## src/rtl/mem_port_arbiter_pkg.sv

```systemverilog
// Shared encodings for mem_port_arbiter: load/store size codes (funct3) and read-response owner states.
package mem_port_arbiter_pkg;

  localparam logic [2:0] SIZE_B  = 3'b000;
  localparam logic [2:0] SIZE_H  = 3'b001;
  localparam logic [2:0] SIZE_W  = 3'b010;
  localparam logic [2:0] SIZE_BU = 3'b100;
  localparam logic [2:0] SIZE_HU = 3'b101;

  localparam logic [1:0] RSP_IDLE = 2'd0;
  localparam logic [1:0] RSP_IF   = 2'd1;
  localparam logic [1:0] RSP_D    = 2'd2;

  // Undefined size codes behave as W, so they also require full word alignment.
  function automatic logic is_misaligned(input logic [2:0] size, input logic [1:0] lo);
    case (size)
      SIZE_B, SIZE_BU: return 1'b0;
      SIZE_H, SIZE_HU: return lo[0];
      default:         return lo != 2'b00;
    endcase
  endfunction

endpackage

```

## src/rtl/mem_lane_align.sv

```systemverilog
// Combinational lane logic: store byte strobes and data replication, plus load lane extract and extend.
module mem_lane_align
  import mem_port_arbiter_pkg::*;
(
  input  logic [2:0]  size,
  input  logic [1:0]  addr_lo,
  input  logic [31:0] din,
  output logic [3:0]  be,
  output logic [31:0] wdata,
  output logic [31:0] rdata
);

  logic [7:0]  byte_v;
  logic [15:0] half_v;

  always_comb begin
    byte_v = din[{addr_lo, 3'b000} +: 8];
    half_v = addr_lo[1] ? din[31:16] : din[15:0];
    be     = 4'hF;
    wdata  = din;
    rdata  = din;
    case (size)
      SIZE_B, SIZE_BU: begin
        be    = 4'b0001 << addr_lo;
        wdata = {4{din[7:0]}};
        rdata = (size == SIZE_B) ? {{24{byte_v[7]}}, byte_v} : {24'd0, byte_v};
      end
      SIZE_H, SIZE_HU: begin
        be    = 4'b0011 << {addr_lo[1], 1'b0};
        wdata = {2{din[15:0]}};
        rdata = (size == SIZE_H) ? {{16{half_v[15]}}, half_v} : {16'd0, half_v};
      end
      default: ;
    endcase
  end

endmodule

```

## src/rtl/mem_port_arbiter.sv

```systemverilog
// Shares one single-port RAM between fetch and data; grants are combinational, read data returns one cycle later.
// A requester stalls while its grant is low; MEM_PORT_ARBITER_MISALIGN_CHK_EN adds misaligned-access suppression and d_misalign_o.
module mem_port_arbiter
  import mem_port_arbiter_pkg::*;
#(
  parameter int ADDR_W     = 32,
  parameter int STARVE_MAX = 4
) (
  input  logic              clk,
  input  logic              rst,
  input  logic              if_req_i,
  input  logic [ADDR_W-1:0] if_addr_i,
  output logic              if_gnt_o,
  output logic              if_rvalid_o,
  output logic [31:0]       if_rdata_o,
  input  logic              d_req_i,
  input  logic              d_we_i,
  input  logic [ADDR_W-1:0] d_addr_i,
  input  logic [31:0]       d_wdata_i,
  input  logic [2:0]        d_size_i,
  output logic              d_gnt_o,
  output logic              d_rvalid_o,
  output logic [31:0]       d_rdata_o,
  output logic              ram_en_o,
  output logic              ram_we_o,
  output logic [3:0]        ram_be_o,
  output logic [ADDR_W-1:0] ram_addr_o,
  output logic [31:0]       ram_wdata_o,
`ifdef MEM_PORT_ARBITER_MISALIGN_CHK_EN
  output logic              d_misalign_o,
`endif
  input  logic [31:0]       ram_rdata_i
);

  logic [1:0]  rsp_state;
  logic [1:0]  rsp_lo;
  logic [2:0]  rsp_size;
  logic        rsp_mis;
  logic [3:0]  starve_cnt;
  logic        fetch_pri;
  logic        d_mis;
  logic [3:0]  wr_be;
  logic [31:0] wr_data;
  logic [31:0] rd_ext;
  logic [31:0] wr_rdata_unused;
  logic [3:0]  rd_be_unused;
  logic [31:0] rd_wdata_unused;
  logic [1:0]  if_addr_lo_unused;

  assign if_addr_lo_unused = if_addr_i[1:0];

  // Data normally wins; a starved fetch takes the next contended cycle.
  assign fetch_pri = (starve_cnt == 4'(STARVE_MAX));
  assign if_gnt_o  = !rst && if_req_i && (!d_req_i || fetch_pri);
  assign d_gnt_o   = !rst && d_req_i && !if_gnt_o;

  mem_lane_align u_wr_align (
    .size    (d_size_i),
    .addr_lo (d_addr_i[1:0]),
    .din     (d_wdata_i),
    .be      (wr_be),
    .wdata   (wr_data),
    .rdata   (wr_rdata_unused)
  );

  mem_lane_align u_rd_align (
    .size    (rsp_size),
    .addr_lo (rsp_lo),
    .din     (ram_rdata_i),
    .be      (rd_be_unused),
    .wdata   (rd_wdata_unused),
    .rdata   (rd_ext)
  );

  always_comb begin
    ram_en_o    = 1'b0;
    ram_we_o    = 1'b0;
    ram_be_o    = 4'h0;
    ram_addr_o  = '0;
    ram_wdata_o = 32'd0;
    if (if_gnt_o) begin
      ram_en_o   = 1'b1;
      ram_be_o   = 4'hF;
      ram_addr_o = {if_addr_i[ADDR_W-1:2], 2'b00};
    end else if (d_gnt_o && !d_mis) begin
      ram_en_o    = 1'b1;
      ram_we_o    = d_we_i;
      ram_be_o    = d_we_i ? wr_be : 4'hF;
      ram_addr_o  = {d_addr_i[ADDR_W-1:2], 2'b00};
      ram_wdata_o = d_we_i ? wr_data : 32'd0;
    end
  end

  always_ff @(posedge clk) begin
    if (rst) begin
      rsp_state  <= RSP_IDLE;
      rsp_lo     <= 2'b00;
      rsp_size   <= SIZE_W;
      starve_cnt <= 4'd0;
    end else begin
      if (if_gnt_o)                 rsp_state <= RSP_IF;
      else if (d_gnt_o && !d_we_i)  rsp_state <= RSP_D;
      else                          rsp_state <= RSP_IDLE;
      if (d_gnt_o && !d_we_i) begin
        rsp_lo   <= d_addr_i[1:0];
        rsp_size <= d_size_i;
      end
      if (!if_req_i || if_gnt_o)
        starve_cnt <= 4'd0;
      else if (starve_cnt != 4'(STARVE_MAX))
        starve_cnt <= starve_cnt + 4'd1;
    end
  end

`ifdef MEM_PORT_ARBITER_MISALIGN_CHK_EN
  logic misalign_q;

  assign d_mis        = is_misaligned(d_size_i, d_addr_i[1:0]);
  assign d_misalign_o = misalign_q;

  always_ff @(posedge clk) begin
    if (rst) begin
      rsp_mis    <= 1'b0;
      misalign_q <= 1'b0;
    end else begin
      rsp_mis    <= d_gnt_o && !d_we_i && d_mis;
      misalign_q <= d_gnt_o && d_mis;
    end
  end
`else
  assign d_mis   = 1'b0;
  assign rsp_mis = 1'b0;
`endif

  // Responses come straight from the registered owner; a read in flight at reset is dropped.
  assign if_rvalid_o = !rst && (rsp_state == RSP_IF);
  assign d_rvalid_o  = !rst && (rsp_state == RSP_D);
  assign if_rdata_o  = if_rvalid_o ? ram_rdata_i : 32'd0;
  assign d_rdata_o   = (d_rvalid_o && !rsp_mis) ? rd_ext : 32'd0;

endmodule
```

## config.mk

```make
export PLATFORM = sky130hd
export DESIGN_NAME = mem_port_arbiter
export DESIGN_NICKNAME = d
export VERILOG_FILES = /design/src/rtl/mem_port_arbiter_pkg.sv /design/src/rtl/mem_lane_align.sv /design/src/rtl/mem_port_arbiter.sv
export SDC_FILE = /design/constraint.sdc
export NUM_CORES = 1
export LEC_CHECK = 0
export BUFFER_PORTS_ARGS = -buffer_cell sky130_fd_sc_hd__clkbuf_2
export CAP_MARGIN = 0
export CORE_AREA = 2 2 106 108
export DETAILED_ROUTE_END_ITERATION = 6
export DIE_AREA = 0 0 108 110
export GPL_TIMING_DRIVEN = 0
export HOLD_SLACK_MARGIN = 0.15
export PLACE_DENSITY_LB_ADDON = 0.05
export SYNTH_ARGS = -nofsm -noshare
export SYNTH_HDL_FRONTEND = slang
export SYNTH_SLANG_ARGS = --single-unit
```

## constraint.sdc

```tcl
create_clock -name clk -period 2.6 [get_ports clk]
set_clock_uncertainty 0.1 [all_clocks]
set_input_delay 0.65 -clock clk [delete_from_list [all_inputs] [get_ports clk]]
set_output_delay 0.65 -clock clk [all_outputs]
set_load 0.005 [all_outputs]
```

Yosys cells after proc, flatten, opt, wreduce, memory -nomap -nowiden. Cells that the tools add are included.

Input port bits: 136. Bits in registers: 11. Output and inout port bits: 138.

Reduce and logical (&&, ||, !) cells: 22. Shift-type cells: 3. Equality and inequality tests: 10. Add/sub/neg operators: 1. Multiplexer cells: 22.

Operator list (count): $mux W32 (9); $pmux W32 S2 (2); $shiftx A32 B6 Y8 (1); $mux W16 (1); $eq A3 B3 Y1 const B (4); $mux W4 (3); $reduce_or A2 Y1 (6); $pmux W4 S2 (1); $logic_and A1 B1 Y1 (7); $eq A3 B1 Y1 const B (2); $logic_not A3 Y1 (2); $logic_not A1 Y1 (5); $mux W1 (5); $add A4 B1 Y4 const B (1); $eq A4 B3 Y1 const B (1); $ne A4 B3 Y1 const B (1); $shl A1 B2 Y4 const A (1); $shl A2 B2 Y4 const A (1); $eq A2 B1 Y1 const B (1); $eq A2 B2 Y1 const B (1); $logic_or A1 B1 Y1 (2); $mux W2 (1).

Depth between registers and ports, before layout.
Word-level depth: 8. Gate-level depth with buffers: 8. Gate-level depth less buffers: 7.

Cells and area by module. Synthesis repeated with hierarchy kept, for this count alone.

Cells, all modules: 514. Area, all modules: 3579.7 µm².

By module, submodules not included: mem_lane_align (cells each 153, sequential area each 0.0 µm², area each 1029.7 µm², instances 2); mem_port_arbiter (cells each 208, sequential area each 220.2 µm², area each 1520.2 µm², instances 1).

Worst setup path after synthesis. OpenSTA, ideal clock, no wires.

Kind: in2out. Start point: input port rst. End point: output port d_rdata_o[0]. Stages on the path: 5. Data arrival time: 1.650 ns. Buffers on the path: 2. Data required time: 1.850 ns. Setup slack: 0.200 ns. Path through: buf_2 -> nor3b_4 -> buf_2 -> o221ai_1 -> a31oi_1.

Longest elaborated chain between the ends: 3.

RTL lines: start: declaration (line mem_port_arbiter.sv:10) `input logic rst,`; $logic_not A1 Y1 (line mem_port_arbiter.sv:137) `assign d_rvalid_o = !rst && (rsp_state == RSP_D);`; $logic_and A1 B1 Y1 (line mem_port_arbiter.sv:137); named net d_rvalid_o (line mem_port_arbiter.sv:22) `output logic d_rvalid_o,`; $mux W32 (line mem_port_arbiter.sv:139) `assign d_rdata_o = (d_rvalid_o && !rsp_mis) ? rd_ext : 32'd0;`; end: declaration (line mem_port_arbiter.sv:23) `output logic [31:0] d_rdata_o,`.

The timed path passes the listed nets, and every way through them passes these cells.

Worst setup path after layout.
Start point: input port rst. End point: output port ram_wdata_o[10].

Longest elaborated chain between the ends: 7.

RTL lines: $logic_not A1 Y1 * (line mem_port_arbiter.sv:54, mem_port_arbiter.sv:55); $logic_and A1 B1 Y1 (2 in a row) (line mem_port_arbiter.sv:54) `assign if_gnt_o = !rst && if_req_i && (!d_req_i || fetch_pri);`; $logic_not A1 Y1 (line mem_port_arbiter.sv:55) `assign d_gnt_o = !rst && d_req_i && !if_gnt_o;`; $logic_and A1 B1 Y1 (line mem_port_arbiter.sv:55); $mux W32 (line mem_port_arbiter.sv:85) `end else if (d_gnt_o && !d_mis) begin`; $mux W32 * (line mem_port_arbiter.sv:81) `if (if_gnt_o) begin`; end: declaration (line mem_port_arbiter.sv:28) `output logic [31:0] ram_wdata_o,`.

Every way passes the cells marked *; elsewhere a longest branch is shown, timed or not.

==> run_results.csv <==
group,metric,value,unit
cells_and_area,layout.cells.non_filler,842,
clock_network,cts_made_buffers,3,
cells_and_area,diodes,0,
drt,viasPerCell,4.56,
worst_setup_path,required,1.85,ns
clock_network,cts_max_level,1,
drt,drc_errors,0,
placement,dp_cells,823,
worst_setup_path,critPathLaunchType,"input port",
status,outcome,"complete, no violations",
synth,synthCells,415,
flow_run,cap_violations,0,
drt,drtPass1Iterations,4,
sta,rsz0062_at_grt,"true",
sta,setup_viol,0,
clock_network,cts_hold_buf,0,
pwr,p_leak,2.45,nW
cells_and_area,drive_above_1_share,50.7,%
cells_and_area,multi_input_area,2180,um^2
sta,whs,0.331,ns
sta,hold_violations,0,
synth,synth_edf_count,0,
grt,antenna_found_initial,0,
floorplan,start_util,23.4,%
grt,grt_overflow,0,
worst_setup_path,critPathKind,"input port to output pin",
sta,drv_slew,0,
drt,drtIter0Drc,131,
cells_and_area,final_area,4430,um^2
clock_network,clockBufferDepth,2,
sta,fmax,392,MHz
floorplan,io_pins,274,
drt,wirelength,12100,um
synth,synth_cell_type_count,47,
worst_setup_path,critical_path_arrival,1.80,ns
pwr,powerDensity,190,nW/um^2
sta,setup_slack,0.0458,ns
synth,synth_top_cell_area_share,15.4,%
sta,fin_crit,2.55,ns
placement,gp_congestion,0.786,
synth,synth_warnings,0,
grt,grt_start_max_net_pins,17,
cells_and_area,fillers,1260,
placement,hpwlAfterDp,10000,um
synth,ys_seq_area_share,8.80,%
clock_network,cts_tree,"built",
grt,grt_util_all_layers,18.7,%
pwr,finalPower,0.843,mW
worst_setup_path,endpoint_kind,"output pin",
synth,async_flop_share,0,%
synth,synth.most_common_cell,"nand2_1",
cells_and_area,final_nets,841,
synth,synth_area_leaders,"nand2_1, and2_1, mux2i_1, dfxtp_1, o21ai_0",
sta,slew_headroom,64.6,%
clock_network,clock_sinks,11,
worst_setup_path,max_stage_delay,0.18,ns
floorplan,die_h,110,um
pwr,ir_drop,0.0000996,V
floorplan,core,10700,um^2
sta,period_share,98.2,%
synth,avgSynthCellArea,6.03,um^2
sta,worst_pin_slew,0.531,ns
grt,grt_pass1_wl,17900,um
drt,vias,3840,
synth,syn-cell-area,2500,um^2
floorplan,die_w,108,um
cells_and_area,fin_util,41.4,%
clock_network,clk_pin_slew,0.05,ns
clock_network,clock_latency,0.23,ns
worst_setup_path,slowest_stage,"and2_4",
placement,io_buffers,267,
min_path,min_path_type,"register to register",
synth,netlist_top_cells_count,"nand2_1, nor2_1, o21ai_0, and2_1, mux2i_1",
worst_setup_path,path_cells,"buf_8, buf_8, nor2b_1, buf_4, and2_4, buf_4, nand2_4, a21oi_1, buf_2",
placement,dp_slack,-0.299,ns
worst_setup_path,cp_max_fo,7,
drt,antenna_left,0,
clock_network,clock_tree.root_cell,"clkbuf_8",
synth,yosysTopAreaCell,"nand2_1",
grt,grt_pass1_vias,3474,
cells_and_area,area_delta_synth_final,77.1,%
sta,setup_tns,0,ns
cells_and_area,seqCellArea,221,um^2
placement,place_area,4020,um^2
synth,synth-seq-cells,11,
floorplan,rows,38,
synth,synth-main-ff-cell,"dfxtp_1",
drt,post_drt_wl_per_cell,14.4,um
floorplan,die_area,11900,um^2
power breakdown:
part / switching, mW / total (mW) / internal, mW / leakage, nW
Sequential: 0.00365 / 0.179 / 0.175 / 0.0902
Clock: 0.0591 / 0.166 / 0.107 / 0.0228
Combinational: 0.255 / 0.498 / 0.243 / 2.34
Total: 0.318 / 0.843 / 0.525 / 2.45
cell type report:
class	instances	area share, %
tap	140	3.95
clock buffer	4	1.02
sequential	11	5.00
buffer	35	6.44
timing repair buffer	282	33.7
inverter	8	0.734
multi-input combinational	362	49.2
worst max-delay path, delay by kind of cell:
kind / cells / cell delay [ns]
AOI/OAI and AO/OA: 1 / 0.14
buffers and inverters: 5 / 0.65
and+or+nand+nor: 3 / 0.35
kinds of logic (layout without fill, tap and decap cells):
logic type               Yosys count  in the layout  synth area share, %
AND/OR/NAND/NOR                  231            232                 43.1
AO/OA/AOI/OAI                     90             90                 22.7
buffers and inverters             44            329                 8.90
multiplexers                      34             34                 14.6
flip-flops                        11             11                 8.80
adder cells (fa/ha/maj)            2              2                0.999
XOR/XNOR                           2              2                0.700
other                              1              2                0.150
cell usage in the layout, fill, tap and decap left out, drive strengths merged, types with 4 or more instances in the layout:
master    n
a21o      4
a21oi    18
and2     42
buf      51
clkbuf  270
dfxtp    11
inv       8
mux2      7
mux2i    27
nand2   106
nor2     57
nor2b     5
nor3      9
o21ai    45
o221ai    7
o32ai     7
layer usage:
metal	global-route usage (%)	routed length, um
met5	0	0
met4	2.56	92
met3	2.76	781
met2	37.3	6530
met1	21.4	4710
state kept, by name (all words and copies together) (netlist names):
signal	flops
starve_cnt	4
rsp_state	2
rsp_size	3
rsp_lo	2
worst paths after layout:
kind,endpoint,slack [ns],cells past startpoint,startpoint
worst min register to register,starve_cnt[0],0.33,1,starve_cnt[0]
worst max register to register,rsp_lo[1],1.09,6,starve_cnt[0]
worst max-delay path,ram_wdata_o[10],0.05,9,rst
worst min-delay path,starve_cnt[0],0.33,1,starve_cnt[0]
timing repair:
item | 4_1_cts | 5_1_grt
setup buffers | 4 | 9
pin swaps | 2 | 9
endpoints found under the setup margin | 121 | 117
cloned | 0 | 3
gates resized for setup | 25 | 82
Power figures use the tool's default switching activity.
